File: src/rtl/seg7_sched_pkg.sv
// Shared types and the hex-to-segment decoder for the 7-segment display scheduler.
package seg7_sched_pkg;

   typedef enum logic {IDLE = 1'b0, OWN = 1'b1} sched_state_t;

   // Segment order {a,b,c,d,e,f,g}; b and d use the lowercase shapes.
   function automatic logic [6:0] hex_to_seg(input logic [3:0] hex);
      logic [6:0] seg;
      case (hex)
         4'h0: seg = 7'b111_1110;
         4'h1: seg = 7'b011_0000;
         4'h2: seg = 7'b110_1101;
         4'h3: seg = 7'b111_1001;
         4'h4: seg = 7'b011_0011;
         4'h5: seg = 7'b101_1011;
         4'h6: seg = 7'b101_1111;
         4'h7: seg = 7'b111_0000;
         4'h8: seg = 7'b111_1111;
         4'h9: seg = 7'b111_1011;
         4'hA: seg = 7'b111_0111;
         4'hB: seg = 7'b001_1111;
         4'hC: seg = 7'b100_1110;
         4'hD: seg = 7'b011_1101;
         4'hE: seg = 7'b100_1111;
         default: seg = 7'b100_0111;
      endcase
      return seg;
   endfunction

endpackage

File: src/rtl/seg7_scan_timer.sv
// Digit scan timer: slot counter, digit index and a registered end-of-frame pulse.
module seg7_scan_timer #(
   parameter int w_digit      = 8,
   parameter int digit_cycles = 50000,
   localparam int CW = (digit_cycles > 1) ? $clog2(digit_cycles) : 1,
   localparam int IW = (w_digit > 1) ? $clog2(w_digit) : 1
) (
   input  logic          clk,
   input  logic          rst_n,
   output logic [CW-1:0] cnt,
   output logic [IW-1:0] idx,
   output logic          frame_end
);

   localparam logic [CW-1:0] CNT_MAX = CW'(digit_cycles - 1);
   localparam logic [IW-1:0] IDX_MAX = IW'(w_digit - 1);

   logic [CW-1:0] cnt_nx;
   logic [IW-1:0] idx_nx;

   always_comb begin
      cnt_nx = cnt + 1'b1;
      idx_nx = idx;
      if (cnt == CNT_MAX) begin
         cnt_nx = '0;
         idx_nx = (idx == IDX_MAX) ? '0 : idx + 1'b1;
      end
   end

   // frame_end is decoded from the next count so it leaves a flop, free of glitches.
   always_ff @(posedge clk or negedge rst_n) begin
      if (!rst_n) begin
         cnt       <= '0;
         idx       <= '0;
         frame_end <= 1'b0;
      end else begin
         cnt       <= cnt_nx;
         idx       <= idx_nx;
         frame_end <= (cnt_nx == CNT_MAX) && (idx_nx == IDX_MAX);
      end
   end

endmodule

File: src/rtl/seg7_display_scheduler.sv
// Round-robin, frame-aligned sharing of a multiplexed 7-segment display among requesters,
// with a minimum hold time per owner and a per-frame snapshot of the owner's digits.
module seg7_display_scheduler
   import seg7_sched_pkg::*;
#(
   parameter int w_digit      = 8,
   parameter int n_req        = 4,
   parameter int digit_cycles = 50000,
   parameter int hold_frames  = 250
) (
   input  logic                       clk,
   input  logic                       rst_n,
   input  logic [n_req-1:0]           req,
   input  logic [n_req*w_digit*4-1:0] value,
   input  logic [n_req*w_digit-1:0]   dots,
   output logic [n_req-1:0]           grant,
   output logic                       frame_end,
   output logic [7:0]                 abcdefgh,
   output logic [w_digit-1:0]         digit
);

   localparam int OW = (n_req > 1) ? $clog2(n_req) : 1;
   localparam int IW = (w_digit > 1) ? $clog2(w_digit) : 1;
   localparam int CW = (digit_cycles > 1) ? $clog2(digit_cycles) : 1;
   localparam int HW = (hold_frames > 1) ? $clog2(hold_frames) : 1;
   localparam logic [HW-1:0] HOLD_MAX = HW'(hold_frames - 1);

   logic [CW-1:0] scan_cnt;
   logic [IW-1:0] scan_idx;

   seg7_scan_timer #(
      .w_digit      (w_digit),
      .digit_cycles (digit_cycles)
   ) u_scan (
      .clk       (clk),
      .rst_n     (rst_n),
      .cnt       (scan_cnt),
      .idx       (scan_idx),
      .frame_end (frame_end)
   );

   sched_state_t  state, nxt_state;
   logic [OW-1:0] owner, nxt_owner, rr_ptr;
   logic [HW-1:0] hold_cnt;
   logic [OW:0]   pick;
   logic [n_req-1:0] others;
   logic          owner_changed;

   // Returns {found, index} of the first set bit of r scanning upward from start, wrapping.
   function automatic logic [OW:0] rr_pick(input logic [n_req-1:0] r, input int start);
      logic [OW:0] res;
      int k;
      res = '0;
      for (int i = 0; i < n_req; i++) begin
         k = (start + i) % n_req;
         if (!res[OW] && r[k]) res = {1'b1, OW'(k)};
      end
      return res;
   endfunction

   always_comb begin
      others        = req;
      others[owner] = 1'b0;
      pick          = (state == IDLE) ? rr_pick(req, int'(rr_ptr))
                                      : rr_pick(others, int'(owner) + 1);
      nxt_state     = state;
      nxt_owner     = owner;
      if (state == IDLE) begin
         if (pick[OW]) begin
            nxt_state = OWN;
            nxt_owner = pick[OW-1:0];
         end
      end else if (!req[owner]) begin
         if (pick[OW]) nxt_owner = pick[OW-1:0];
         else          nxt_state = IDLE;
      end else if (hold_cnt >= HOLD_MAX && pick[OW]) begin
         nxt_owner = pick[OW-1:0];
      end
      owner_changed = (nxt_state != state) || (nxt_owner != owner);
   end

   always_ff @(posedge clk or negedge rst_n) begin
      if (!rst_n) begin
         state    <= IDLE;
         owner    <= '0;
         rr_ptr   <= '0;
         hold_cnt <= '0;
         grant    <= '0;
      end else if (frame_end) begin
         state <= nxt_state;
         owner <= nxt_owner;
         grant <= (nxt_state == OWN) ? (n_req'(1) << nxt_owner) : '0;
         if (owner_changed) begin
            hold_cnt <= '0;
            if (nxt_state == OWN) rr_ptr <= OW'((int'(nxt_owner) + 1) % n_req);
         end else if (state == OWN && hold_cnt < HOLD_MAX) begin
            hold_cnt <= hold_cnt + 1'b1;
         end
      end
   end

   // Frame buffer stage: the incoming owner's digits are frozen for the whole frame.
   logic [w_digit*4-1:0] frame_val_p0;
   logic [w_digit-1:0]   frame_dot_p0;

   always_ff @(posedge clk) begin
      if (frame_end) begin
         frame_val_p0 <= value[int'(nxt_owner)*w_digit*4 +: w_digit*4];
         frame_dot_p0 <= dots[int'(nxt_owner)*w_digit +: w_digit];
      end
   end

   // Output stage: pins only move on the first cycle of each slot, one cycle after idx changes.
   always_ff @(posedge clk or negedge rst_n) begin
      if (!rst_n) begin
         digit    <= '0;
         abcdefgh <= '0;
      end else if (scan_cnt == '0) begin
         if (state == OWN) begin
            digit    <= w_digit'(1) << scan_idx;
            abcdefgh <= {hex_to_seg(frame_val_p0[int'(scan_idx)*4 +: 4]), frame_dot_p0[scan_idx]};
         end else begin
            digit    <= '0;
            abcdefgh <= '0;
         end
      end
   end

endmodule
File: config.mk
export PLATFORM = sky130hd
export DESIGN_NAME = seg7_display_scheduler
export DESIGN_NICKNAME = d
export VERILOG_FILES = /design/src/rtl/seg7_sched_pkg.sv /design/src/rtl/seg7_scan_timer.sv /design/src/rtl/seg7_display_scheduler.sv
export SDC_FILE = /design/constraint.sdc
export NUM_CORES = 1
export LEC_CHECK = 0
export BUFFER_PORTS_ARGS = -buffer_cell sky130_fd_sc_hd__buf_2
export CAP_MARGIN = 20
export CELL_PAD_IN_SITES_DETAIL_PLACEMENT = 1
export CELL_PAD_IN_SITES_GLOBAL_PLACEMENT = 2
export CORE_UTILIZATION = 35
export DETAILED_ROUTE_END_ITERATION = 8
export PLACE_DENSITY = 0.86
export SKIP_LAST_GASP = 1
export SYNTH_ARGS = -nofsm -noshare
export SYNTH_HDL_FRONTEND = slang
export SYNTH_SLANG_ARGS = --single-unit
File: constraint.sdc
create_clock -name clk -period 6.2 [get_ports clk]
set_clock_uncertainty 0.05 [all_clocks]
set_input_delay 0.31 -clock clk [delete_from_list [all_inputs] [get_ports clk]]
set_output_delay 0.31 -clock clk [all_outputs]
set_load 0.03 [all_outputs]
==> summary.txt <==
Detailed Place HPWL - 12800 um
Vias per cell - 5.11
Total Power - 1.45 mW
Grt ovf - 0
Top post-synthesis cells by area - dfrtp_1, mux2i_1, edfxtp_1, ha_1, mux4_2
Critical Path AT - 4.13 ns
Synth warn - 0
Top-area cell type share of the netlist area - 21.4%
Worst Setup Start Kind - flip-flop
Placer Congestion - 0.820
Power Dens Cells - 192 mW/mm2
Post-synthesis cell area - 0.00620 mm2
Max Cap Violations - 0
Post-route ant nets - 0
Crit path required time - 6.22 ns
H-tree depth - 3
Count leader, synth - mux2i_1
Met2 Use GR - 33.4%
Avg WL per Cell - 17.0 um
Distinct cells, synth - 66
Final instance count without filler cells - 957
Clock-pin transition on the worst setup and hold timing paths - 0.07 ns
Worst skew pair latency - 0.35 ns
Post-CTS Setup Bufs - 0
Async S/R FF share, synth - 57.0%
EDFF count, synth - 40
# port buffers - 186
Final WL - 16300 um
Layout cell share with drive strength beyond 1 - 33.0%
Reg2reg path depth - 10
IO Count - 187
Total core area - 0.0173 mm2
Worst-Margin Slew - 0.976 ns
Sum Neg Setup Slack - 0 ns
Max clock buf depth - 2
Final setup viols - 0
Die area - 0.0182 mm2
Outcome - complete, no violations
Vias in the first global route - 5193
Crit path capture type - flip-flop
Vias - 4894
Initial antenna violation count - 1
Die X - 135 um
R2r startpoint - owner[0]$_DFFE_PN0P_
Remaining DRCs - 0
VDD IR max - 137 uV
Slew headroom - 33.5%
RSZ-0062 raised after global routing - no
Pins Over Slew Limit - 0
Worst hold path type - in2async
Die Height - 135 um
FILL cells - 1990
Drt pass-1 iters - 4
Fmax - 243 MHz
Sequential Area - 0.00253 mm2
Clock root cell - clkbuf_16
Synth-to-Final Area Change - 22.3%
First-pass GRT wire length - 26100 um
Fin crit share - 66.4%
TritonCTS clock tree - built
PostCTS Resize Cnt - 0
GR Util met1 - 22.6%
Maximum number of pins on one net before global-route repair - 65
Row cnt - 48
GR Util All Layers - 18.7%
Sequential area share after synthesis - 40.8%
Synth Flop Type - dfrtp_1
# hold bufs at CTS - 0
Multi-input gate area - 0.00335 mm2
Initial Util - 35.8%
Top cells by count, synth - mux2i_1, dfrtp_1, nand2_1
Final Hold Fails - 0
Minimum clock period - 4.11 ns
R2r setup slk - 2.09 ns
Cells after DPL - 939
Kind of critical path - reg2reg
Layout Nets - 917
Drt first-iter violations - 170
GRT Max-Usage Layer - met2
Clock buffer count from CTS - 9
Worst-path fanout max - 64
Mapped Nets - 742
LEAKAGE - 3.57 nW
#FFs+latches synth - 93
Worst reg2reg path endpoint - frame_val_p0[7]$_DFFE_PP_
Synthesized netlist cell count - 551
GR Util met3 - 3.23%
Top cell type by total area after synthesis - dfrtp_1
CTS sink cnt - 93
Avg Inst Size Synth - 11.2 um2
-- worst max-delay path by stage --
stage | start | end | slack, ns | cells after the start
after floorplan | owner[0]$_DFFE_PN0P_ | rr_ptr[1]$_DFFE_PN0P_ | 3.12 | 14
after global placement | owner[0]$_DFFE_PN0P_ | frame_val_p0[8]$_DFFE_PP_ | 2.34 | 10
after detailed placement | owner[0]$_DFFE_PN0P_ | frame_val_p0[11]$_DFFE_PP_ | 2.13 | 10
after CTS | owner[0]$_DFFE_PN0P_ | frame_val_p0[7]$_DFFE_PP_ | 2.07 | 10
after global routing | owner[0]$_DFFE_PN0P_ | frame_val_p0[7]$_DFFE_PP_ | 1.82 | 10
final | owner[0]$_DFFE_PN0P_ | frame_val_p0[7]$_DFFE_PP_ | 2.09 | 10
-- layer usage --
layer | wire, um | vias to the layer above
met3 | 760 | 15
met1 | 6910 | 2347
met2 | 8400 | 152
met5 | 0 | -
li1 | - | 2380
met4 | 217 | 0
-- worst max-delay path, cell delays in order (launching register included) --
cell and delay, ns:
dfrtp_1 0.58, inv_1 0.22, ha_1 0.29, nand2b_1 0.21
o41ai_1 0.42, a311o_1 0.20, o41ai_2 0.15, mux2i_4 0.79
buf_12 0.43, mux2i_1 0.31, mux2i_1 0.12
-- power by group --
group	switching, mW	internal (mW)	leakage [nW]	total [mW]
Combinational	0.0908	0.0975	2.35	0.188
Sequential	0	0.649	1.06	0.649
Clock	0.247	0.368	0.163	0.615
Total	0.338	1.11	3.57	1.45
-- kinds of logic (layout without fill, tap and decap cells) --
| group | Yosys count | in the layout | share of synthesized area [%] |
|---|---|---|---|
| muxes | 145 | 145 | 25.7 |
| and+or+nand+nor | 135 | 135 | 10.7 |
| DFF | 93 | 93 | 40.8 |
| AOI/OAI and AO/OA | 81 | 81 | 9.27 |
| buffers and inverters | 51 | 231 | 5.45 |
| adders and majority gates | 25 | 25 | 5.05 |
| xor gates and xnor gates | 21 | 21 | 2.97 |
| other | 0 | 1 | 0 |
-- cell type report --
type | count | area share [%]
timing repair buffer | 194 | 13.2
antenna | 1 | 0.0330
multi-input combinational | 407 | 44.2
clock buffer | 10 | 3.15
sequential | 93 | 33.4
clock inverter | 6 | 1.25
tap | 225 | 3.71
inverter | 21 | 1.04
-- placed cells by master, fill, tap and decap left out, types with 11 or more instances in the layout --
master / count
ha_1: 25
xnor2_1: 13
nand3_1: 17
buf_2: 186
edfxtp_1: 40
nand2_1: 44
dfrtp_1: 52
o21ai_0: 21
mux2i_1: 131
a21oi_1: 11
nor2_1: 32
mux4_2: 11
inv_1: 17
-- through the flow --
stage / cell area (um2) / util (%) / setup slack [ns] / hold WS [ns]
floorplan: 6200 / - / 3.12 / -0.0356
global placement: 7230 / 41.8 / 2.34 / 0.406
detailed placement: 7240 / 41.8 / 2.13 / 0.421
CTS: 7570 / 43.8 / 2.07 / 0.0778
global route: 7580 / 43.8 / 1.82 / 0.125
finish: 7580 / 43.8 / 2.09 / 0.0444
-- flip-flops by register name (all words and copies together), names as in the netlist --
name,count
u_scan.cnt,16
digit,8
u_scan.idx,3
frame_val_p0,32
frame_dot_p0,8
hold_cnt,8
rr_ptr,2
grant,4
abcdefgh,8
state,1
u_scan.frame_end,1
owner,2
Power figures use the tool's default switching activity.
